## src/rtl/imem_arb_pkg.sv

```systemverilog
// imem_arb_pkg: shared state encoding and default widths for the instruction memory arbiter
package imem_arb_pkg;
    typedef enum logic [1:0] {IDLE, READ, WRITE, RESP} state_t;
    localparam int DEF_WORD_SIZE = 32;
    localparam int DEF_ADDR_BITS = 16;
    localparam logic [63:0] ERR_INSTR = 64'h0;
endpackage

```

## src/rtl/imem_port_arbiter_if.sv

```systemverilog
// imem_port_arbiter_if: fetch, loader and memory-side signals of the instruction memory arbiter
interface imem_port_arbiter_if #(
    parameter int WORD_SIZE = imem_arb_pkg::DEF_WORD_SIZE,
    parameter int ADDR_BITS = imem_arb_pkg::DEF_ADDR_BITS
);
    logic                 FetchReqValid;
    logic                 FetchReqReady;
    logic [63:0]          FetchAddress;
    logic                 FetchRspValid;
    logic                 FetchRspReady;
    logic [WORD_SIZE-1:0] FetchInstruction;
    logic                 FetchError;
    logic                 LoadReqValid;
    logic                 LoadReqReady;
    logic [ADDR_BITS-1:0] LoadAddress;
    logic [WORD_SIZE-1:0] LoadData;
    logic                 LoadAck;
    logic                 MemWrite;
    logic [ADDR_BITS-1:0] MemAddress;
    logic [WORD_SIZE-1:0] MemWData;
    logic [WORD_SIZE-1:0] MemRData;

    modport slave (
        input  FetchReqValid, FetchAddress, FetchRspReady,
        input  LoadReqValid, LoadAddress, LoadData, MemRData,
        output FetchReqReady, FetchRspValid, FetchInstruction, FetchError,
        output LoadReqReady, LoadAck, MemWrite, MemAddress, MemWData
    );

    modport master (
        output FetchReqValid, FetchAddress, FetchRspReady,
        output LoadReqValid, LoadAddress, LoadData, MemRData,
        input  FetchReqReady, FetchRspValid, FetchInstruction, FetchError,
        input  LoadReqReady, LoadAck, MemWrite, MemAddress, MemWData
    );
endinterface

```

## src/rtl/imem_rr_arbiter.sv

```systemverilog
// imem_rr_arbiter: 2-way round-robin grant, bit 0 = loader, bit 1 = fetch
module imem_rr_arbiter (
    input  logic       clk,
    input  logic       rst,
    input  logic [1:0] req,
    input  logic       adv,
    output logic [1:0] gnt
);
    logic last_load;

    // a tie goes to whoever did not win last; reset pretends fetch won so loader goes first
    always_comb gnt = (&req) ? (last_load ? 2'b10 : 2'b01) : req;

    always_ff @(posedge clk or posedge rst)
        if (rst) last_load <= 1'b0;
        else if (adv) last_load <= gnt[0];
endmodule

```

## src/rtl/imem_port_arbiter.sv

```systemverilog
// imem_port_arbiter: shares one synchronous instruction memory between a fetch port and a loader
module imem_port_arbiter #(
    parameter int WORD_SIZE = imem_arb_pkg::DEF_WORD_SIZE,
    parameter int ADDR_BITS = imem_arb_pkg::DEF_ADDR_BITS
) (
    input logic                Clock,
    input logic                Reset,
    imem_port_arbiter_if.slave bus
);
    import imem_arb_pkg::*;

    state_t               state, state_nx;
    logic [1:0]           gnt;
    logic                 idle, fetch_go, load_go, fetch_err;
    logic [ADDR_BITS-1:0] fetch_idx, mem_addr;
    logic [WORD_SIZE-1:0] mem_wdata, rsp_instr;
    logic                 mem_write, load_ack, rsp_valid, rsp_err;

    assign idle      = state == IDLE;
    assign fetch_go  = gnt[1];
    assign load_go   = gnt[0];
    assign fetch_idx = bus.FetchAddress[ADDR_BITS+1:2];
    assign fetch_err = (|bus.FetchAddress[1:0]) || (|bus.FetchAddress[63:ADDR_BITS+2]);

    // requests are masked outside IDLE, so a grant always means a transfer this cycle
    imem_rr_arbiter u_rr (
        .clk(Clock),
        .rst(Reset),
        .req({bus.FetchReqValid & idle, bus.LoadReqValid & idle}),
        .adv(|gnt),
        .gnt(gnt)
    );

    always_ff @(posedge Clock or posedge Reset)
        if (Reset) state <= IDLE;
        else state <= state_nx;

    always_comb begin
        state_nx = state;
        case (state)
            IDLE:    state_nx = load_go ? WRITE : fetch_go ? (fetch_err ? RESP : READ) : IDLE;
            READ:    state_nx = RESP;
            WRITE:   state_nx = IDLE;
            RESP:    state_nx = bus.FetchRspReady ? IDLE : RESP;
            default: state_nx = IDLE;
        endcase
    end

    // memory strobes are registered so MemWrite and LoadAck line up with the WRITE state
    always_ff @(posedge Clock or posedge Reset)
        if (Reset) begin
            mem_write <= 1'b0;
            load_ack  <= 1'b0;
            mem_addr  <= '0;
            mem_wdata <= '0;
            rsp_valid <= 1'b0;
            rsp_err   <= 1'b0;
            rsp_instr <= '0;
        end else begin
            mem_write <= load_go;
            load_ack  <= load_go;
            if (load_go) begin
                mem_addr  <= bus.LoadAddress;
                mem_wdata <= bus.LoadData;
            end else if (fetch_go && !fetch_err) mem_addr <= fetch_idx;
            if (fetch_go && fetch_err) begin
                rsp_valid <= 1'b1;
                rsp_err   <= 1'b1;
                rsp_instr <= ERR_INSTR[WORD_SIZE-1:0];
            end else if (state == READ) begin
                rsp_valid <= 1'b1;
                rsp_err   <= 1'b0;
                rsp_instr <= bus.MemRData;
            end else if (state == RESP && bus.FetchRspReady) rsp_valid <= 1'b0;
        end

    always_comb begin
        bus.FetchReqReady    = fetch_go;
        bus.LoadReqReady     = load_go;
        bus.FetchRspValid    = rsp_valid;
        bus.FetchInstruction = rsp_instr;
        bus.FetchError       = rsp_err;
        bus.LoadAck          = load_ack;
        bus.MemWrite         = mem_write;
        bus.MemAddress       = mem_addr;
        bus.MemWData         = mem_wdata;
    end
endmodule
```

## src/flat_wrapper.sv

```systemverilog
// flat-port wrapper written by rule: the top's interface ports become plain ports
module imem_port_arbiter_flat import imem_arb_pkg::*;
#(
    parameter int WORD_SIZE = imem_arb_pkg::DEF_WORD_SIZE,
    parameter int ADDR_BITS = imem_arb_pkg::DEF_ADDR_BITS
)
  (Clock, Reset, bus_FetchReqValid, bus_FetchAddress, bus_FetchRspReady, bus_LoadReqValid, bus_LoadAddress, bus_LoadData, bus_MemRData, bus_FetchReqReady, bus_FetchRspValid, bus_FetchInstruction, bus_FetchError, bus_LoadReqReady, bus_LoadAck, bus_MemWrite, bus_MemAddress, bus_MemWData);
  imem_port_arbiter_if #(.WORD_SIZE(WORD_SIZE), .ADDR_BITS(ADDR_BITS)) bus_i ();
  input logic Clock;
  input logic Reset;
  input wire logic [$bits(bus_i.FetchReqValid)-1:0] bus_FetchReqValid;
  input wire logic [$bits(bus_i.FetchAddress)-1:0] bus_FetchAddress;
  input wire logic [$bits(bus_i.FetchRspReady)-1:0] bus_FetchRspReady;
  input wire logic [$bits(bus_i.LoadReqValid)-1:0] bus_LoadReqValid;
  input wire logic [$bits(bus_i.LoadAddress)-1:0] bus_LoadAddress;
  input wire logic [$bits(bus_i.LoadData)-1:0] bus_LoadData;
  input wire logic [$bits(bus_i.MemRData)-1:0] bus_MemRData;
  output wire logic [$bits(bus_i.FetchReqReady)-1:0] bus_FetchReqReady;
  output wire logic [$bits(bus_i.FetchRspValid)-1:0] bus_FetchRspValid;
  output wire logic [$bits(bus_i.FetchInstruction)-1:0] bus_FetchInstruction;
  output wire logic [$bits(bus_i.FetchError)-1:0] bus_FetchError;
  output wire logic [$bits(bus_i.LoadReqReady)-1:0] bus_LoadReqReady;
  output wire logic [$bits(bus_i.LoadAck)-1:0] bus_LoadAck;
  output wire logic [$bits(bus_i.MemWrite)-1:0] bus_MemWrite;
  output wire logic [$bits(bus_i.MemAddress)-1:0] bus_MemAddress;
  output wire logic [$bits(bus_i.MemWData)-1:0] bus_MemWData;
  assign bus_i.FetchReqValid = bus_FetchReqValid;
  assign bus_i.FetchAddress = bus_FetchAddress;
  assign bus_i.FetchRspReady = bus_FetchRspReady;
  assign bus_i.LoadReqValid = bus_LoadReqValid;
  assign bus_i.LoadAddress = bus_LoadAddress;
  assign bus_i.LoadData = bus_LoadData;
  assign bus_i.MemRData = bus_MemRData;
  assign bus_FetchReqReady = bus_i.FetchReqReady;
  assign bus_FetchRspValid = bus_i.FetchRspValid;
  assign bus_FetchInstruction = bus_i.FetchInstruction;
  assign bus_FetchError = bus_i.FetchError;
  assign bus_LoadReqReady = bus_i.LoadReqReady;
  assign bus_LoadAck = bus_i.LoadAck;
  assign bus_MemWrite = bus_i.MemWrite;
  assign bus_MemAddress = bus_i.MemAddress;
  assign bus_MemWData = bus_i.MemWData;
  imem_port_arbiter #(.WORD_SIZE(WORD_SIZE), .ADDR_BITS(ADDR_BITS)) u_core (.Clock(Clock), .Reset(Reset), .bus(bus_i));
endmodule
```

## config.mk

```make
export PLATFORM = sky130hd
export DESIGN_NAME = imem_port_arbiter_flat
export DESIGN_NICKNAME = d
export VERILOG_FILES = /design/src/rtl/imem_arb_pkg.sv /design/src/rtl/imem_port_arbiter_if.sv /design/src/rtl/imem_rr_arbiter.sv /design/src/rtl/imem_port_arbiter.sv /design/src/flat_wrapper.sv
export SDC_FILE = /design/constraint.sdc
export NUM_CORES = 1
export LEC_CHECK = 0
export ABC_AREA = 1
export BUFFER_PORTS_ARGS = -buffer_cell sky130_fd_sc_hd__buf_2
export CAP_MARGIN = 30
export CORE_MARGIN = 3
export CORE_UTILIZATION = 46
export DETAILED_ROUTE_END_ITERATION = 6
export PLACE_DENSITY = 0.86
export SLEW_MARGIN = 20
export SYNTH_ARGS = -nofsm -noshare
export SYNTH_HDL_FRONTEND = slang
export SYNTH_SLANG_ARGS = --single-unit
export TNS_END_PERCENT = 30
```

## constraint.sdc

```tcl
create_clock -name Clock -period 4.4 [get_ports Clock]
set_input_delay 0.44 -clock Clock [delete_from_list [all_inputs] [get_ports Clock]]
set_output_delay 0.44 -clock Clock [all_outputs]
set_load 0.05 [all_outputs]
```

==> results.cfg, run 1 <==
[critical_path]
end_kind = output pin
start_kind = flop
crit_required_ns = 3.96
r2r-start = u_core.state[1]$_DFF_PP0_
setup.worst_path.class = flop to output pin
cp_data_arrival_time_ns = 2.24
crit_start = u_core.state[1]$_DFF_PP0_
cp_max_fo = 68

[power]
p_seq_share_pct = 32.0
switching_share_pct = 55.01
p_comb_share_pct = 56.8
p_total_uw = 4152
ir_drop_uv = 459.4
p_int_uw = 1868
p_clk_share_pct = 11.2
p_sw_uw = 2284
power_density_nw_per_um2 = 814.7
leakagePower_uw = 0.002995

[grt]
grt_max_degree = 69
grt_pass1_wl_um = 16130
grtUsageTotal_pct = 22.36
grt-ovfl-total = 0
grt_pass1_vias = 3553
antenna_found_initial = 0

[clocking]
cts.path.max_buffers = 2
cts_setup_buffers = 0
cts_tree = built
cts_resized = 0
clk_latency_ns = 0.34
postCtsHoldBufs = 0
cts-root-buf = clkbuf_8
tritoncts.num_buffers = 9
clkTransAtPathRegs_ns = 0.08
cts_max_level = 3
clock_sinks = 86

[drt]
vias_per_cell = 4.766
dr.pass1.iters = 4
wirelength_um = 10560
antenna_left = 0
post-route-drc-count = 0
via_count = 3794
wl_per_cell_um = 13.26
drtIter0Drc = 96

[sta]
slew-limit-headroom_pct = 52.14
fmax_mhz = 373.2
tns_ns = 0
skew_ns = 0.008002
holdWs_ns = 0.1819
min_period_over_period_pct = 60.90
rsz0062_at_grt = no
period_minus_slack_ns = 2.680
worst_pin_slew_ns = 0.7162
setup_viol = 0
hold_viol = 0
finalWorstSetupSlack_ns = 1.720
final_max_slew_viol_count = 0

[yosys]
syn_avg_cell_area_um2 = 7.987
syn_nets = 616
synth-seq-area-share_pct = 57.70
netlist_area_um2 = 3730
synthCells = 467
yosysTopAreaCell = dfrtp_1
netlist.area_leader.share_pct = 57.70
synth.area.top_cells = dfrtp_1 (58%), nand2_1 (26%), a21oi_1 (4.4%)
ys_ff_latch = 86
yosys_warnings = 0
synth_cell_types = 21

[floorplanning]
die_y_um = 96.05
rows = 32
core-area_um2 = 7807
die_w_um = 96.05
pin_count = 235
die_area_um2 = 9225
initial_utilization_pct = 47.77

[status]
status = finished, final reports clean

[cells_and_area]
fin_nets = 840
drive_gt1_share_pct = 37.61
post-route-util_pct = 65.27
fillers = 702
num_antenna_cells = 0
area_growth_syn_to_layout_pct = 36.63

[min_path]
hold_class = input pin to asynchronous set/reset pin

[place]
pre_cts_slack_ns = 2.026
dp.final_hpwl_um = 7976
routabilityCongestion = 0.8117
place.port_buffers = 234

[run]
cap_viol_max_count = 0
## logic make-up (layout without fill, tap and decap cells)
kind of cell	after synthesis	count (layout)	synth area share [%]
flops	86	86	57.70
simple gates	313	313	33.38
compound gates	36	36	4.931
buf+inv	32	259	3.992
## stage by stage
stage / cell area (um^2) / instances
detailed placement: 4942 / 782
global route: 5096 / 796
CTS: 5096 / 796
global placement: 4937 / 782
floorplan: 3730 / 467
finish: 5096 / 796
## cells in the mapped netlist
master      n
nand2_1   257
dfrtp_1    86
a21oi_1    33
nor2_1     29
nand3_1    18
buf_2      11
clkbuf_1    9
inv_1       5
buf_1       2
buf_4       2
inv_2       2
nand4_1     2
nor2_2      2
o21ai_0     2
a21oi_2     1
and3_1      1
buf_6       1
nand2_4     1
nand3_2     1
nand3_4     1
nor2_4      1
## layer usage
metal	global-route usage [%]	vias to the layer above	routed length [um]
met5	0	-	0
met2	36.00	158	5090
met1	28.80	1732	4377
met4	9.242	0	178
li1	-	1888	-
met3	5.551	16	911
## registers in the layout, indices dropped and copies added, names as in the netlist
name,cells
u_core.bus.FetchInstruction,32
u_core.bus.MemWData,32
u_core.bus.MemAddress,16
u_core.state,2
u_core.bus.FetchError,1
u_core.bus.FetchRspValid,1
u_core.bus.MemWrite,1
u_core.u_rr.last_load,1
## worst paths after layout
path,to,cells after the start,slack (ns)
max,bus_LoadReqReady,6,1.72
min,u_core.bus.FetchInstruction[27]$_DFFE_PP0P_,2,0.18
max reg2reg,u_core.bus.MemAddress[5]$_DFFE_PP0P_,9,2.48
min reg2reg,u_core.bus.MemWData[30]$_DFFE_PP0N_,2,0.48
max in group asynchronous,u_core.bus.FetchInstruction[4]$_DFFE_PP0P_,3,3.19
min in group Clock,u_core.bus.MemWData[1]$_DFFE_PP0N_,3,0.29
## final cells by class
type,instances,area (um^2),share of cell area (%)
Clock buffer,10,127.6,2.504
Clock inverter,4,26.28,0.5156
Inverter,7,27.53,0.5401
Multi-Input combinational cell,349,1434,28.14
Sequential cell,86,2152,42.23
Tap cell,102,127.6,2.504
Timing Repair Buffer,238,1201,23.57
## power by group through the flow
stage	clock [uW]	sequential (uW)	combinational, uW
2_1_floorplan	0	2470	652
3_3_place_gp	0	1330	2330
3_5_place_dp	0	1340	2380
4_1_cts	479	1330	2380
5_1_grt	515	1370	2530
6_report	463	1330	2360
## worst max-delay path, cell delays in order, from the launching register on
cell and delay [ns]:
dfrtp_1 0.41, nor2_1 0.18, nand3_2 0.07, buf_4 0.33, inv_1 0.11, buf_4 0.41, buf_2 0.36
## placed cells by master (no fill, tap or decap)
cell	count
nand2_1	257
buf_2	234
dfrtp_1	86
a21oi_1	33
nor2_1	29
nand3_1	18
clkbuf_8	9
inv_1	4
buf_4	4
clkinv_2	3
nor2_4	2
nand4_1	2
inv_2	2
o21ai_0	2
nor2_2	1
and3_1	1
nand3_4	1
nand3_2	1
nand2_4	1
a21oi_2	1
clkinv_4	1
clkinvlp_4	1
clkbuf_1	1
No activity file was read; power rests on OpenSTA's default activity.
==> run 2, diff against run 1 <==
--- a/config.mk
+++ b/config.mk
@@ -9,9 +9,9 @@
 export BUFFER_PORTS_ARGS = -buffer_cell sky130_fd_sc_hd__buf_2
 export CAP_MARGIN = 30
 export CORE_MARGIN = 3
-export CORE_UTILIZATION = 46
+export CORE_UTILIZATION = 43
 export DETAILED_ROUTE_END_ITERATION = 6
-export PLACE_DENSITY = 0.86
+export PLACE_DENSITY = 0.81
 export SLEW_MARGIN = 20
 export SYNTH_ARGS = -nofsm -noshare
 export SYNTH_HDL_FRONTEND = slang
==> constraint.sdc (replaced) <==
create_clock -name Clock -period 2.49 [get_ports Clock]
set_input_delay 0.249 -clock Clock [delete_from_list [all_inputs] [get_ports Clock]]
set_output_delay 0.249 -clock Clock [all_outputs]
set_load 0.05 [all_outputs]
==> run 2 against run 1 <==
Count of clock-buffer cells in the layout grew 1. Clock power grew 98%. First-iteration DRC count shrank 3.1%. Largest cell class unchanged. Worst setup slack lost 1.1 ns. Register-to-register slack lost 1.7 ns. Critical path type unchanged.
==> results.cfg, run 2 (synthesis results as in run 1) <==
[cells_and_area]
fin_nets = 843
area_growth_syn_to_layout_pct = 38.64
num_antenna_cells = 0
layout.cells.most_common = nand2_1
drive_gt1_share_pct = 38.05
final_cell_mix = nand2_1 (257), buf_2 (234), dfrtp_1 (86), a21oi_1 (33), nor2_1 (29)

[clocking]
cts_tree = built
cts_max_level = 3
cts_setup_buffers = 0
cts-root-buf = clkbuf_8
tritoncts.num_buffers = 9
cts.path.max_buffers = 2
clk_latency_ns = 0.34
clock_sinks = 86
clkTransAtPathRegs_ns = 0.09

[sta]
fmax_mhz = 545.0
worst_pin_slew_ns = 0.6525
holdWs_ns = 0.09020
min_period_over_period_pct = 73.69
skew_ns = 0.01008
tns_ns = 0
slew-limit-headroom_pct = 56.50
rsz0062_at_grt = no
hold_viol = 0
setup_viol = 0
period_minus_slack_ns = 1.835
final_max_slew_viol_count = 0

[drt]
dr.pass1.iters = 5
vias_per_cell = 4.672
drtIter0Drc = 93
wl_per_cell_um = 13.24
via_count = 3756
wirelength_um = 10640
post-route-drc-count = 0
antenna_left = 0

[critical_path]
end_kind = output pin
cp_max_fo = 11
r2r-start = u_core.state[0]$_DFF_PP0_
crit_required_ns = 2.24
setup.worst_path.class = flop to output pin
start_kind = flop
cp_data_arrival_time_ns = 1.59
crit_start = u_core.state[0]$_DFF_PP0_

[power]
ir_drop_uv = 898.8
leakagePower_uw = 0.003027
power_density_nw_per_um2 = 1437

[floorplanning]
rows = 33
die_y_um = 99.14
initial_utilization_pct = 44.94
pin_count = 235
core-area_um2 = 8299
die_area_um2 = 9828
die_w_um = 99.14

[grt]
grt_pass1_vias = 3669
grtUsageTotal_pct = 21.19
grt_max_degree = 68
antenna_found_initial = 0
grt-ovfl-total = 0
grt_pass1_wl_um = 17010

[run]
cap_viol_max_count = 0

[status]
status = finished, final reports clean

[min_path]
hold_class = input pin to flop
holdCritStartpoint = bus_LoadData[24]

[place]
dp.final_hpwl_um = 8062
routabilityCongestion = 0.8271
place.port_buffers = 234
==> run 2: cell type report <==
cell class	instances	area (um^2)
clock buffer	11	151.4
clock inverter	5	41.29
fill	717	3128
inverter	7	27.53
multi-input combinational	349	1429
sequential	86	2152
tap	105	131.4
timing repair buffer	241	1239
==> run 2: report_power, final <==
part	total [uW]	internal (uW)	switching, uW
registers	2330	2010	320
clock network	917	424	493
logic	4180	944	3240
total	7430	3380	4050
==> run 2: worst max-delay path, stage by stage, from the launching register on <==
cell and delay (ns):
dfrtp_1 0.40, nor2_1 0.18, nand3_2 0.09, inv_1 0.25
buf_2 0.33
==> run 2: path summary, 6_finish.rpt <==
kind                                                               to  slack [ns]  cells past startpoint
min                               u_core.bus.MemWData[24]$_DFFE_PP0N_        0.09                      3
max in group asynchronous         u_core.bus.MemWData[20]$_DFFE_PP0N_        1.36                      4
max reg2reg                      u_core.bus.MemAddress[1]$_DFFE_PP0P_        0.77                      8
max                                                  bus_LoadReqReady        0.66                      4
min reg2reg                        u_core.bus.MemWData[0]$_DFFE_PP0N_        0.48                      2
min in group asynchronous  u_core.bus.FetchInstruction[0]$_DFFE_PP0P_        0.51                      3
==> run 2: stage by stage <==
stage          power [uW]  utilization, %  setup slack [ns]  cells  area [um^2]
2_1_floorplan        5526               -           0.01915    467         3730
3_3_place_gp         6471           59.87            0.8971    787         4969
3_5_place_dp         6559           59.87            0.7833    787         4969
4_1_cts              7499           62.31            0.6119    804         5171
5_1_grt              7885           62.31            0.5468    804         5171
6_report             7431           62.31            0.6552    804         5171
==> run 2: repair_timing <==
item | CTS | global route
gates resized for setup | 0 | 0
hold endpoints to repair | 34 | 0
hold buffers | 1 | 0
==> run 2: routing by layer <==
layer	part of all wire, %	up-vias	GRT usage (%)	wire [um]
li1	-	1896	-	-
met1	43	1690	28.50	4608
met2	47	154	33.99	4979
met3	8.2	16	4.979	871
met4	1.7	0	7.143	182
met5	0	-	0	0
==> run 3, diff against run 2 <==
--- a/config.mk
+++ b/config.mk
@@ -9,9 +9,9 @@
 export BUFFER_PORTS_ARGS = -buffer_cell sky130_fd_sc_hd__buf_2
 export CAP_MARGIN = 30
 export CORE_MARGIN = 3
-export CORE_UTILIZATION = 43
+export CORE_UTILIZATION = 39
 export DETAILED_ROUTE_END_ITERATION = 6
-export PLACE_DENSITY = 0.81
+export PLACE_DENSITY = 0.77
 export SLEW_MARGIN = 20
 export SYNTH_ARGS = -nofsm -noshare
 export SYNTH_HDL_FRONTEND = slang
==> constraint.sdc (replaced) <==
create_clock -name Clock -period 1.65 [get_ports Clock]
set_input_delay 0.165 -clock Clock [delete_from_list [all_inputs] [get_ports Clock]]
set_output_delay 0.165 -clock Clock [all_outputs]
set_load 0.05 [all_outputs]
==> run 3 against run 2 <==
Total power is 54% higher. Non-clock buffer count is 18 higher. Largest cell class unchanged. Register-to-register slack worse by 0.60 ns. Utilization is 3.8 points lower. Cell area is 5.0% higher. Sequential power is 51% higher. Sequential cell count stayed put. Combinational power is 53% higher. Die area is 9.6% higher. Routed wire length is 1.7% higher.
==> results.cfg, run 3 (synthesis results as in run 1) <==
[sta]
setup_viol = 0
skew_ns = 0.01062
min_period_over_period_pct = 94.88
final_max_slew_viol_count = 0
holdWs_ns = 0.01744
hold_viol = 0
slew-limit-headroom_pct = 64.47
period_minus_slack_ns = 1.565
worst_pin_slew_ns = 0.5322
rsz0062_at_grt = no
fmax_mhz = 638.8
tns_ns = 0

[cells_and_area]
fillers = 869
num_antenna_cells = 0
drive_gt1_share_pct = 37.24
fin_nets = 861
layout.cells.most_common = nand2_1
area_growth_syn_to_layout_pct = 45.56
final_cell_mix = nand2_1 (257), buf_2 (232), dfrtp_1 (86), a21oi_1 (33), nor2_1 (29)
final_cell_count_no_fill = 846
fin_area_um2 = 5429
multi_input_area_um2 = 1434
regArea_um2 = 2152

[grt]
grt-ovfl-total = 0
use_met1_pct = 24.38
grtUsageTotal_pct = 19.77
use_met3_pct = 5.857
grt_pass1_vias = 3762
use_met2_pct = 33.32
grt_pass1_wl_um = 17640
busiest_layer = met2
grt_max_degree = 87
antenna_found_initial = 0

[critical_path]
r2r-end = u_core.bus.MemAddress[10]$_DFFE_PP0P_
r2r-start = u_core.state[0]$_DFF_PP0_
cp_data_arrival_time_ns = 1.40
crit_chain = nor2_1 > and3_4 > buf_4
crit_required_ns = 1.48
crit_end = bus_FetchReqReady
start_kind = flop
end_kind = output pin
crit_slowest_cell = dfrtp_1
max_stage_delay_ns = 0.40
setup.worst_path.class = flop to output pin
reg2reg_depth = 6
crit_start = u_core.state[0]$_DFF_PP0_
rrSetupSlack_ns = 0.17
cp_max_fo = 5

[clocking]
tritoncts.num_buffers = 9
clock_sinks = 86
cts-root-buf = clkbuf_8
cts_max_level = 3
cts_setup_buffers = 0
cts.path.max_buffers = 2
clkTransAtPathRegs_ns = 0.09
clk_latency_ns = 0.35
cts_tree = built

[drt]
wl_per_cell_um = 12.79
post-route-drc-count = 0
vias_per_cell = 4.545
wirelength_um = 10820
antenna_left = 0
dr.pass1.iters = 4
drtIter0Drc = 134
via_count = 3845

[power]
p_comb_share_pct = 56.2
power_density_nw_per_um2 = 2103
p_clk_share_pct = 13.0
p_sw_uw = 6156
leakagePower_uw = 0.003110
switching_share_pct = 53.93
p_seq_share_pct = 30.8
p_int_uw = 5258
p_total_uw = 11410
ir_drop_uv = 1147

[floorplanning]
pin_count = 235
initial_utilization_pct = 40.18
die_y_um = 103.8
core-area_um2 = 9284
die_area_um2 = 10770
die_w_um = 103.8
rows = 35

[min_path]
hold_class = input pin to flop
holdCritStartpoint = bus_LoadData[4]

[place]
routabilityCongestion = 0.7983
dpl_cell_area_um2 = 5026
place.port_buffers = 234
dp_cells = 811
dp.final_hpwl_um = 7890

[run]
cap_viol_max_count = 0

[status]
status = finished, final reports clean
-- run 3: worst min path at each step --
stage | end | slack, ns | depth (start not counted)
after floorplan | u_core.bus.MemWData[0]$_DFFE_PP0N_ | 0.27 | 2
after global placement | u_core.bus.FetchInstruction[30]$_DFFE_PP0P_ | 0.33 | 3
after detailed placement | u_core.bus.FetchInstruction[29]$_DFFE_PP0P_ | 0.34 | 3
after CTS | u_core.bus.MemWData[5]$_DFFE_PP0N_ | 0.0004 | 3
after global routing | u_core.bus.MemWData[17]$_DFFE_PP0N_ | 0.005 | 3
final | u_core.bus.MemWData[4]$_DFFE_PP0N_ | 0.02 | 3
-- run 3: power groups by stage --
stage / sequential, uW / combinational (uW) / clock, uW
after floorplan: 6600 / 1740 / 0
after global placement: 3530 / 6290 / 0
after detailed placement: 3550 / 6400 / 0
after CTS: 3520 / 6450 / 1540
after global routing: 3630 / 6840 / 1620
final: 3520 / 6410 / 1490
-- run 3: area by class of cell --
class / count / share of cell area [%]
clock buffer: 10 / 2.351
clock inverter: 6 / 1.314
inverter: 7 / 0.5531
multi-input combinational: 349 / 26.41
sequential: 86 / 39.64
tap: 129 / 2.973
timing repair buffer: 259 / 26.76
-- run 3: what timing repair did --
| action | in CTS | in global routing |
|---|---|---|
| gates cloned | 0 | 0 |
| setup endpoints to repair | 2 | 18 |
| hold buffers | 19 | 0 |
| endpoints found under the hold margin | 104 | 0 |
| gates resized for setup | 3 | 3 |
-- run 3: worst max-delay path: cells and delay by family, from the launching register on --
| family | cells | cell delay (ns) |
|---|---|---|
| buffers and inverters | 1 | 0.21 |
| DFF | 1 | 0.40 |
| and+or+nand+nor | 2 | 0.45 |
-- run 3: layer usage --
layer	vias up	part of all wire, %
li1	1934	-
met1	1737	41
met2	162	49
met3	12	8.3
met4	0	1.5
met5	-	0
-- run 3: metrics by stage --
stage               setup WS [ns]  util [%]
CTS                       0.04823     58.40
global placement           0.1396     54.14
global route              0.01724     58.48
finish                    0.08456     58.48
floorplan                  0.1789         -
detailed placement         0.1087     54.14
